===== src/rtl/spi_pkg.sv =====
// rtl/spi_pkg.sv - shared SPI widths and feeder state encoding
// Purpose: common types and widths for the spi_master companion blocks.
// Contents: state_t (feeder FSM states), SPI_DATA_W, SPI_ADDR_W, SPI_BURST_W.
package spi_pkg;

  localparam int SPI_DATA_W  = 16;
  localparam int SPI_ADDR_W  = 15;
  localparam int SPI_BURST_W = 16;

  typedef enum logic [2:0] {
    IDLE      = 3'd0,
    LOAD0     = 3'd1,
    ARM       = 3'd2,
    WAIT_BUSY = 3'd3,
    FEED      = 3'd4,
    DRAIN     = 3'd5
  } state_t;

endpackage


===== src/rtl/spi_word_buffer.sv =====
// rtl/spi_word_buffer.sv - DEPTH x DW word buffer, one write port, combinational read
// Purpose: small word store; written synchronously, read by index without latency.
// Ports:
//   main_clk        write clock
//   wr_en/addr/data write port
//   rd_addr         read index
//   rd_data         buffer word at rd_addr (combinational)
// Contents are deliberately not reset.
module spi_word_buffer #(
  parameter int DEPTH = 16,
  parameter int AW    = 4,
  parameter int DW    = 16
) (
  input  logic          main_clk,
  input  logic          wr_en,
  input  logic [AW-1:0] wr_addr,
  input  logic [DW-1:0] wr_data,
  input  logic [AW-1:0] rd_addr,
  output logic [DW-1:0] rd_data
);

  logic [DW-1:0] mem [DEPTH];

  always_ff @(posedge main_clk) begin
    if (wr_en) mem[wr_addr] <= wr_data;
  end

  assign rd_data = mem[rd_addr];

endmodule


===== src/rtl/spi_burst_write_feeder.sv =====
// rtl/spi_burst_write_feeder.sv - buffered burst-write front end for spi_master
// Purpose: host loads up to DEPTH words, then a start runs the spi_master burst
// handshake, answering each word request with the next buffered word, and ends
// with a one-cycle done pulse.
// Ports:
//   i_clk, i_rst                     clock, synchronous active-high reset
//   i_load_we/addr/data              host buffer write (ignored while busy)
//   i_start, i_word_count, i_addr    burst request: word count N and register address
//   i_spi_busy, i_spi_word_request   status from spi_master
//   o_spi_*                          request/data toward spi_master
//   o_busy, o_done, o_overrun        host status
module spi_burst_write_feeder
  import spi_pkg::*;
#(
  parameter int DEPTH = 16,
  parameter int AW    = 4
) (
  input  logic                   i_clk,
  input  logic                   i_rst,
  input  logic                   i_load_we,
  input  logic [AW-1:0]          i_load_addr,
  input  logic [SPI_DATA_W-1:0]  i_load_data,
  input  logic                   i_start,
  input  logic [AW:0]            i_word_count,
  input  logic [SPI_ADDR_W-1:0]  i_addr,
  input  logic                   i_spi_busy,
  input  logic                   i_spi_word_request,
  output logic [SPI_DATA_W-1:0]  o_spi_data,
  output logic [SPI_ADDR_W-1:0]  o_spi_addr,
  output logic                   o_spi_rw,
  output logic                   o_spi_enable,
  output logic                   o_spi_burst_enable,
  output logic [SPI_BURST_W-1:0] o_spi_burst_count,
  output logic                   o_busy,
  output logic                   o_done,
  output logic                   o_overrun
);

  localparam logic [AW:0] DEPTH_N = (AW+1)'(DEPTH);
  localparam logic [AW:0] ONE     = {{AW{1'b0}}, 1'b1};

  state_t                state;
  logic [AW:0]           n_words;
  logic [AW:0]           index;
  logic                  req_q;
  logic [AW:0]           index_inc;
  logic [AW:0]           n_m1;
  logic                  req_edge;
  logic                  count_ok;
  logic [AW-1:0]         rd_addr;
  logic [SPI_DATA_W-1:0] rd_data;

  assign o_spi_rw  = 1'b0;
  assign index_inc = index + ONE;
  assign n_m1      = n_words - ONE;
  assign req_edge  = i_spi_word_request & ~req_q;
  assign count_ok  = (i_word_count != '0) && (i_word_count <= DEPTH_N);
  // Look one word ahead so the register can capture buf[index+1] on a request edge.
  assign rd_addr   = (state == LOAD0) ? '0 : index_inc[AW-1:0];

  spi_word_buffer #(
    .DEPTH(DEPTH),
    .AW   (AW),
    .DW   (SPI_DATA_W)
  ) u_buf (
    .main_clk(i_clk),
    .wr_en   (i_load_we & ~o_busy),
    .wr_addr (i_load_addr),
    .wr_data (i_load_data),
    .rd_addr (rd_addr),
    .rd_data (rd_data)
  );

  always_ff @(posedge i_clk) begin
    if (i_rst) begin
      state              <= IDLE;
      n_words            <= '0;
      index              <= '0;
      req_q              <= 1'b0;
      o_spi_data         <= '0;
      o_spi_addr         <= '0;
      o_spi_enable       <= 1'b0;
      o_spi_burst_enable <= 1'b0;
      o_spi_burst_count  <= '0;
      o_busy             <= 1'b0;
      o_done             <= 1'b0;
      o_overrun          <= 1'b0;
    end else begin
      req_q  <= i_spi_word_request;
      o_done <= 1'b0;
      case (state)
        IDLE: begin
          if (i_start) begin
            if (count_ok) begin
              n_words    <= i_word_count;
              o_spi_addr <= i_addr;
              index      <= '0;
              o_busy     <= 1'b1;
              o_overrun  <= 1'b0;
              state      <= LOAD0;
            end else begin
              // Unusable count: report completion without touching the master.
              o_done <= 1'b1;
            end
          end
        end
        LOAD0: begin
          o_spi_data         <= rd_data;
          o_spi_burst_enable <= (n_words > ONE);
          o_spi_burst_count  <= {{(SPI_BURST_W-AW-1){1'b0}}, n_m1};
          state              <= ARM;
        end
        ARM: begin
          // A master still finishing an aborted burst must go idle first.
          if (!i_spi_busy) begin
            o_spi_enable <= 1'b1;
            state        <= WAIT_BUSY;
          end
        end
        WAIT_BUSY: begin
          if (i_spi_busy) begin
            o_spi_enable       <= 1'b0;
            o_spi_burst_enable <= 1'b0;
            state              <= (n_words > ONE) ? FEED : DRAIN;
          end
        end
        FEED: begin
          // A request edge is consumed even when busy falls in the same cycle.
          if (req_edge) begin
            index      <= index_inc;
            o_spi_data <= rd_data;
          end
          if (!i_spi_busy || (req_edge && (index_inc == n_m1))) state <= DRAIN;
        end
        DRAIN: begin
          if (req_edge) o_overrun <= 1'b1;
          if (!i_spi_busy) begin
            o_done <= 1'b1;
            o_busy <= 1'b0;
            state  <= IDLE;
          end
        end
        default: state <= IDLE;
      endcase
    end
  end

endmodule


===== config.mk =====
export PLATFORM = sky130hd
export DESIGN_NAME = spi_burst_write_feeder
export DESIGN_NICKNAME = d
export VERILOG_FILES = /design/src/rtl/spi_pkg.sv /design/src/rtl/spi_word_buffer.sv /design/src/rtl/spi_burst_write_feeder.sv
export SDC_FILE = /design/constraint.sdc
export NUM_CORES = 1
export LEC_CHECK = 0
export CORE_MARGIN = 2
export CORE_UTILIZATION = 57
export DETAILED_ROUTE_END_ITERATION = 6
export PLACE_DENSITY = 0.78
export SETUP_SLACK_MARGIN = 0.4
export SLEW_MARGIN = 0
export SYNTH_ARGS = -nofsm -noshare
export SYNTH_HDL_FRONTEND = slang
export SYNTH_SLANG_ARGS = --single-unit

===== constraint.sdc =====
create_clock -name i_clk -period 5.75 [get_ports i_clk]
set_clock_uncertainty 0.15 [all_clocks]
set_input_delay 1.725 -clock i_clk [delete_from_list [all_inputs] [get_ports i_clk]]
set_output_delay 1.725 -clock i_clk [all_outputs]
set_load 0.01 [all_outputs]

# ---- Word-level counts from Yosys, hierarchy flattened
# Memory sizes are Yosys's and may differ from the RTL's.
# Cells that the tools add are included.
dict set report word_totals {
  ff_bits 55
  ram_bits 256
  input_bits 46
  out_inout_bits 53
  elab_cells 87
  n_memories 1
}
# name words width rd rd_ports_with_merged_regs wr line
set memory_table {}
lappend memory_table {u_buf.mem 16 16 1 0 1 spi_word_buffer.sv:22} ;# logic [DW-1:0] mem [DEPTH];
dict set report op_classes {
  add_sub_neg 2
  n_lt_le_gt_ge 2
  eq_ne 14
  muxes 33
  bitwise_logic 4
  reduce_logical 19
}
# cell n
set ops {}
lappend ops {{16-bit one-hot mux with 2 select lines} 1}
lappend ops {{3-bit two-way mux} 6}
lappend ops {{3-bit one-hot mux with 6 select lines} 1}
lappend ops {{16-bit two-way mux} 1}
lappend ops {{2-bit inequality test, second input constant} 8}
lappend ops {{5-bit two-way mux} 3}
lappend ops {{1-bit two-way mux} 14}
lappend ops {{4-bit AND reduction} 3}
lappend ops {{1-bit one-hot mux with 2 select lines} 5}
lappend ops {{5-bit one-hot mux with 2 select lines} 1}
lappend ops {{2-bit nonzero test} 5}
lappend ops {{3-bit by 2-bit equality test with 1-bit output, second input constant} 2}
lappend ops {{3-bit equality test, second input constant} 2}
lappend ops {{3-bit AND reduction} 2}
lappend ops {{6-bit AND reduction} 1}
lappend ops {{5-bit by 1-bit adder with 5-bit output, second input constant} 1}
lappend ops {{5-bit equality test} 1}
lappend ops {{5-bit by 1-bit > comparator with 1-bit output, second input constant} 1}
lappend ops {{5-bit less-or-equal comparator, second input constant} 1}
lappend ops {{5-bit nonzero test} 1}
lappend ops {{5-bit by 1-bit subtractor with 5-bit output, second input constant} 1}
lappend ops {{4-bit two-way mux} 1}
lappend ops {{2-bit AND reduction} 2}
lappend ops {{3-bit by 1-bit equality test with 1-bit output, second input constant} 1}
lappend ops {{6 further kinds} 9}

# ---- Logic depth before layout (Yosys ltp)
dict set report depth {
  ltp_word 6
  depth_mapped 9
  mapped_depth_nobuf 8
}

# ---- Modules after synthesis
# From an unflattened synthesis, not the netlist that was laid out.
dict set report unflattened {
  hier_cells 711
  hier_area_um2 12245.5
}
# mod n_inst cells_per_inst area_each_um2 seq_area_each_um2
set modules_own_cells {}
lappend modules_own_cells {spi_word_buffer 1 416 9721.8 7687.4}
lappend modules_own_cells {spi_burst_write_feeder 1 295 2523.7 1101.1}

# ---- Worst setup path after synthesis
# No wires, ideal clock.
dict set report synth_path {
  path_kind {input port to flip-flop}
  start {input port i_load_we}
  end {memory u_buf.mem[4][0], enable pin}
  setup_ns 0.409
  arrival_ns 3.413
  slack_ns 1.778
  cell_stages 3
  path_buffers 0
  cell_sequence {nand2b_1 > or3b_2 > nor3_1}
}
dict set report synth_between {
  elab_chain_cells 3
}
# element line
set synth_rtl {}
lappend synth_rtl {{from (decl)} spi_burst_write_feeder.sv:20} ;# input logic i_load_we,
lappend synth_rtl {{1-bit AND} spi_burst_write_feeder.sv:67} ;# .wr_en (i_load_we & ~o_busy),
lappend synth_rtl {{1-bit two-way mux} spi_word_buffer.sv:25} ;# if (wr_en) mem[wr_addr] <= wr_data;
lappend synth_rtl {{1-bit two-way mux (not written as such)} spi_word_buffer.sv:25}
lappend synth_rtl {{to (decl)} spi_word_buffer.sv:22}
# Every way passes these cells.

# ---- Final worst setup path
dict set report layout_path {
  start {register index[0]}
  end {register o_spi_data[7]}
}
dict set report layout_between {
  elab_chain_cells 5
}
# element line
set layout_rtl {}
lappend layout_rtl {{from (decl)} spi_burst_write_feeder.sv:44} ;# logic [AW:0] index;
lappend layout_rtl {{from (signal assigned)} spi_burst_write_feeder.sv:130} ;# index <= index_inc;
lappend layout_rtl {{5-bit by 1-bit adder with 5-bit output *} spi_burst_write_feeder.sv:54} ;# assign index_inc = index + ONE;
lappend layout_rtl {{4-bit two-way mux *} spi_burst_write_feeder.sv:59} ;# assign rd_addr = (state == LOAD0) ? '0 : index_inc[AW-1:0];
lappend layout_rtl {{memory 16 x 16 bit *} n/a}
lappend layout_rtl {{16-bit two-way mux} spi_burst_write_feeder.sv:129} ;# if (req_edge) begin
lappend layout_rtl {{16-bit one-hot mux with 2 select lines *} spi_burst_write_feeder.sv:91} ;# case (state)
lappend layout_rtl {{to (signal assigned)} spi_burst_write_feeder.sv:108} ;# o_spi_data <= rd_data;
lappend layout_rtl {{to (signal assigned)} spi_burst_write_feeder.sv:131} ;# o_spi_data <= rd_data;
lappend layout_rtl {{to (decl)} spi_burst_write_feeder.sv:28} ;# output logic [SPI_DATA_W-1:0] o_spi_data,
# Mark *: on every way between the ends. The rest lies on a longest branch, timed or not. The select of a mux whose other input is x is not followed.
# A chain may end at the register's enable or synchronous reset.

==> summary.txt <==
Synth
  – Yosys reg bits: 311
  – Compound-Gate Fraction of Synth Area: 8.81%
  – Post-synth top cells: edfxtp_1 (256), nand2_1 (114), dfxtp_1 (55)
  – Synth cell types: 54
  – Syn Inst Count: 829
  – Prevailing post-synth register cell: edfxtp_1
  – Share of the synthesized area in the top cell type: 62.3%
  – Main combinational cell family by area after synthesis: compound AO/OA/AOI/OAI gates
  – Asr flop ratio synth: 0%
  – Top-count cell post-synth: edfxtp_1
  – Sequential area share after synthesis: 71.2%
  – Adder-Cell Fraction of Synth Area: 0.304%
  – XOR/XNOR share of the synthesized area: 1.05%
  – Mean Syn Cell Area: 14.9 µm²
  – Mux contribution to synthesized area: 7.77%
  – Number of flops mapped to enable cells by yosys: 256
  – Synth warnings: 0
  – Yosys top cell by area: edfxtp_1
  – Synthesized cell area: 12300 µm²
  – Simple-gate share of the synthesized area: 7.59%
  – Area contributors post-synth: edfxtp_1 (62%), dfxtp_1 (8.9%), mux4_2 (5.1%)

Critical path
  – CP arrival: 4230 ps
  – FF-to-FF End: o_spi_data[7]
  – CP max stage delay: 690 ps
  – FF-to-FF Start: index[0]
  – Critical path data required time: 6020 ps
  – Crit path cell chain: ha_1 > xor2_4 > buf_4 > nand2_1 > o221ai_1 > a21oi_1 > a211oi_1 > o31ai_1
  – Crit end category: register
  – WP buf/inv: 1
  – CP top delay family: compound AO/OA/AOI/OAI gates
  – Worst-path fanout max: 45
  – Critical path type: register to register
  – Critical Path Start Type: register
  – Reg2reg setup slack: 1800 ps
  – Reg2Reg Depth: 8
  – Critical-path top delay cell: dfxtp_4
  – Worst Setup SP: index[0]

Clock network
  – H-Tree Level Count: 1
  – CTS tree: done
  – Worst skew pair latency: 560 ps
  – Clk buf depth: 3
  – CTS resizes: 0
  – Root Buffer: clkbuf_16
  – CTS Hold Buffers Added: 0
  – Reg clk slew, reported paths: 60 ps
  – Post-CTS setup buffers: 0
  – CTS buffer count: 30
  – Number of clock sinks: 311

STA
  – Fmax: 253 MHz
  – Final hold vios: 0
  – Worst hold margin: 298 ps
  – Crit path time final: 3950 ps
  – Slew Limit Headroom: 14.9%
  – Unrepaired setup endpoints after global routing: false
  – Worst-Margin Slew: 1270 ps
  – Setup TNS: 0 ps
  – Setup violators final: 0
  – Final period util: 68.7%
  – Fin. max-slew vios: 0
  – Final WS setup: 1800 ps

Power and ir drop
  – Clock share of power: 35.4%
  – Power per cell area: 362 nW/µm²
  – Combinational share of power: 14.2%
  – Sw power: 1.33 mW
  – Worst IR Drop VDD: 0.281 mV
  – Net Sw Frac: 25.4%
  – Sequential share of power: 50.4%
  – Int Pwr: 3.89 mW
  – Leak: 4.60 nW

Min path
  – Worst Hold End: o_spi_data[13]
  – Min-delay src: o_spi_data[13]
  – Worst hold stages: 2
  – Hold crit path type: register to register

Routing
  – Total Wirelength: 28100 µm
  – Detail Route Antenna Nets: 0
  – Initial DRC Count: 727
  – Vias per cell: 6.19
  – DR WL/cell: 23.0 µm
  – # DRC: 0
  – Vias post-DR: 7547
  – DR pass1 iterations: 5

Finish
  – Antenna Cells: 0
  – Area delta synth->final: 16.8%
  – Layout cells sized above 1: 13.0%
  – Nets: 971
  – Non-filler cells, final: 1220
  – Final core occ: 68.1%

GRT
  – Largest net degree at the start of global routing: 46
  – Vias in the first global route: 7489
  – First-pass GRT wire length: 42500 µm
  – Overall Global Routing Usage: 25.3%
  – Initial antenna violation count: 0
  – Global route total overflow: 0

Floorplan
  – Die Span Y: 151 µm
  – Die X: 151 µm
  – Die ar.: 22800 µm²
  – # IOs: 99
  – Row count: 53
  – Area of the core: 21200 µm²
  – Starting Density: 58.3%

Placement
  – Post-DP HPWL: 16900 µm
  – Dpl cells: 1165
  – RD Place Congestion: 0.814
  – PortBufs: 86
  – Dpl ws: 1540 ps

Run
  – Max-cap violations: 0

Status
  – Outcome: finished clean
[layout make-up]
cell class,count,area (µm²)
Fill cell,1402,6740
Multi-Input combinational cell,459,3250
Inverter,5,18.8
Timing Repair Buffer,115,1080
Sequential cell,311,8790
Clock inverter,23,173
Tap cell,275,344
Clock buffer,32,758
[flip-flops by register name, summed over array words and instances, names as in the netlist]
signal              flops
o_spi_addr             15
o_overrun               1
index                   5
u_buf.mem             256
o_spi_data             16
o_spi_enable            1
req_q                   1
n_words                 5
state                   3
o_spi_burst_enable      1
o_done                  1
o_spi_burst_count       5
o_busy                  1
[cell families (layout without fill, tap and decap cells)]
kind of cell | count (synthesis) | count (layout)
buffers and inverters | 70 | 175
flip-flops | 311 | 311
other | 1 | 12
adder cells (fa/ha/maj) | 3 | 3
XOR/XNOR | 14 | 14
AO/OA/AOI/OAI | 156 | 156
AND/OR/NAND/NOR | 215 | 215
multiplexers | 59 | 59
[power by group through the flow]
| stage | Combinational (mW) | Clock, mW | Sequential [mW] |
|---|---|---|---|
| 2_1_floorplan | 0.385 | 0 | 2.67 |
| 3_3_place_gp | 0.717 | 0 | 2.67 |
| 3_5_place_dp | 0.731 | 0 | 2.67 |
| 4_1_cts | 0.737 | 1.88 | 2.63 |
| 5_1_grt | 0.804 | 1.96 | 2.64 |
| 6_report | 0.741 | 1.85 | 2.63 |
[per-layer routing]
layer | global-route usage [%] | routed length [µm] | vias to the layer above
met5 | 0 | 0 | -
met3 | 4.13 | 2610 | 93
met4 | 11.5 | 1330 | 0
li1 | - | - | 3350
met2 | 41.4 | 13300 | 441
met1 | 33.8 | 10800 | 3663
[how the worst max path moves through the flow]
stage	slack [ps]	depth (start not counted)	end
5_1_grt	1630	8	o_spi_data[7]
4_1_cts	1830	8	o_spi_data[7]
3_3_place_gp	1570	8	o_spi_data[3]
3_5_place_dp	1540	8	o_spi_data[1]
2_1_floorplan	1780	3	u_buf.mem[4][0]
6_report	1800	8	o_spi_data[7]
[stage by stage]
step,power [mW],instance area (µm²)
after global routing,5.40,14400
after global placement,3.39,13500
final,5.22,14400
after CTS,5.24,14400
after floorplan,3.06,12400
after detailed placement,3.40,13500
[tightest hold or removal path, cell delays in order (launching register included)]
cell	delay, ps
dfxtp_1	320
nand2_1	50
o31ai_1	50
[cells in the final DEF, fill, tap and decap left out, types with 7 or more instances in the layout]
cell type / instances
mux2i_1: 17
edfxtp_1: 256
clkdlybuf4s50_1: 86
clkinv_2: 9
o31ai_1: 16
mux4_2: 28
conb_1: 12
nor2b_1: 8
buf_4: 29
o211ai_1: 7
xnor2_1: 7
mux2_1: 10
clkbuf_16: 30
a32oi_1: 15
a21oi_1: 48
a211oi_1: 19
clkinv_1: 8
dfxtp_1: 54
nor2_1: 48
nand2_1: 114
o221ai_1: 17
o22ai_1: 14
Note: power is estimated with default switching activity, not from simulation.
==> RTL change: new RTL, same flow settings <==
Encoding of `state_t`: now Gray code (3 bits for 6 states).
--- a/src/rtl/spi_pkg.sv
+++ b/src/rtl/spi_pkg.sv
@@ -8,12 +8,12 @@
   localparam int SPI_BURST_W = 16;
 
   typedef enum logic [2:0] {
-    IDLE      = 3'd0,
-    LOAD0     = 3'd1,
-    ARM       = 3'd2,
-    WAIT_BUSY = 3'd3,
-    FEED      = 3'd4,
-    DRAIN     = 3'd5
+    IDLE      = 3'b000,
+    LOAD0     = 3'b001,
+    ARM       = 3'b011,
+    WAIT_BUSY = 3'b010,
+    FEED      = 3'b110,
+    DRAIN     = 3'b111
   } state_t;
 
 endpackage
Behaviour: no difference found for any inputs over 4 cycles, from zero or initial values and one cycle with i_rst high; so few cycles prove little.
==> RTL change against the original RTL <==
Global-route usage is 0.67 points lower; synthesized cell count is 7.6% higher; first-iteration DRC count increased by 9.8%; non-clock buffer count shrank 2; setup slack better by 0.12 ns; sequential cell count unchanged; area after synthesis increased by 2.0%; design area is 1.9% higher; power is 6.0% lower; routed wire length grew 4.3%; hold slack improved by 0.0047 ns; critical endpoint is now o_spi_data[6].
==> RTL change: results (changes against the original RTL) <==
Cells and area
  – Post-route insts no fill: 1286 (+5.4%)
  – Layout cells sized above 1: 11.8% (-1.2 points)
  – Fin nets: 1032 (+6.3%)
  – Ant diodes: 0 (unchanged)

STA
  – Final setup margin: 1.92 ns (+0.124 ns)
  – Slew headroom: 18.2% (+3.4 points)

Power and ir drop
  – Worst ir drop on vdd: 299 uV (+6.7%)
  – Static leakage power: 4.60 nW (+0.11%)

Global routing
  – Vias in the first global route: 7720 (+3.1%)
  – Initial antenna violation count: 1 (+1)
  – GR Util met2: 39.3% (-2.1 points)
  – Largest net degree at the start of global routing: 84 (+83%)
  – Met1 GRT Util: 33.9% (about the same)
  – Met3 usage: 4.49% (+0.37 points)
  – GRT Total Usage: 24.6% (-0.67 points)

Critical path
  – Worst Setup SP: i_word_count[0]
  – Slowest CP cell: o21ai_0
  – Worst R2R Setup Slack: 2.31 ns (+0.51 ns)
  – Arrival time worst endpoint: 4.15 ns (-0.08 ns)
  – Crit Path Category: input pin to flip-flop
  – Worst reg2reg endpoint: o_spi_data[6]
  – R2R cell count: 6 (-2)

Place
  – Worst slack, placed: 1.40 ns (-0.143 ns)
  – DP Area: 13800 um^2 (+2.0%)
  – Placer congestion estimate: 0.874 (+7.3%)
  – Dpl cells: 1231 (+5.7%)

Routing
  – Met1 WL: 11.7 mm (+8.0%)
  – Wire length on met2: 13.7 mm (+2.8%)
  – Via count: 8148 (+8.0%)
  – WL met3: 2.67 mm (+2.0%)
  – Final wirelength: 29.3 mm (+4.3%)
  – DRT iter0 DRCs: 798 (+9.8%)

Synth
  – Post-synth top cells: 256 x edfxtp_1, 103 x nand2_1, 55 x dfxtp_1, 46 x nor2_1, 44 x o21ai_0
  – Synth cell types: 65 (+20%)
  – Seq/Total Area, Yosys: 69.8% (-1.4 points)
  – Synth area leaders: edfxtp_1 61%, dfxtp_1 8.7%, nand2_1 3.1%

Run status
  – Status: completed
==> RTL change: cell count changes after synthesis, sizes merged, moves of 15 or more <==
cell / change
buf: -17
clkbuf: +17
nand3: +17
o2111ai: +18
o211ai: +15
o21ai: +41
o31ai: -16
==> RTL change: logic make-up after synthesis <==
group | Yosys count | share of synthesized area (%)
buffers and inverters | 72 | 2.93
xor gates and xnor gates | 13 | 0.904
muxes | 44 | 5.70
DFF | 311 | 69.8
adders and majority gates | 3 | 0.298
other | 1 | 0.0298
AOI/OAI and AO/OA | 197 | 10.8
and+or+nand+nor | 251 | 9.52
==> RTL change: final cells by class <==
cell class / instances / area, um^2
Tap cell: 280 / 350
Timing Repair Buffer: 113 / 1060
Sequential cell: 311 / 8790
Fill cell: 1503 / 7070
Clock buffer: 39 / 806
Clock inverter: 16 / 125
Multi-Input combinational cell: 520 / 3530
Inverter: 7 / 26.3
==> RTL change: where the power goes <==
part           leakage, nW  switching (mW)  internal, mW
logic                 1.39           0.285         0.206
registers             2.76          0.0468          2.50
clock network        0.450           0.797          1.07
==> RTL change: worst min path at each step <==
stage                    from              to  slack (ns)  depth (start not counted)
2_1_floorplan        index[4]        index[4]        0.31                          2
3_3_place_gp    o_spi_addr[5]   o_spi_addr[5]        0.29                          2
3_5_place_dp   o_spi_addr[13]  o_spi_addr[13]        0.30                          2
4_1_cts        o_spi_addr[13]  o_spi_addr[13]        0.31                          2
5_1_grt         o_spi_addr[9]   o_spi_addr[9]        0.33                          2
6_report       o_spi_addr[13]  o_spi_addr[13]        0.30                          2
==> RTL change: tightest hold or removal path: stages, from the launching register on <==
cell and delay, ns:
dfxtp_1 0.31, nand2_1 0.05, a21oi_1 0.05
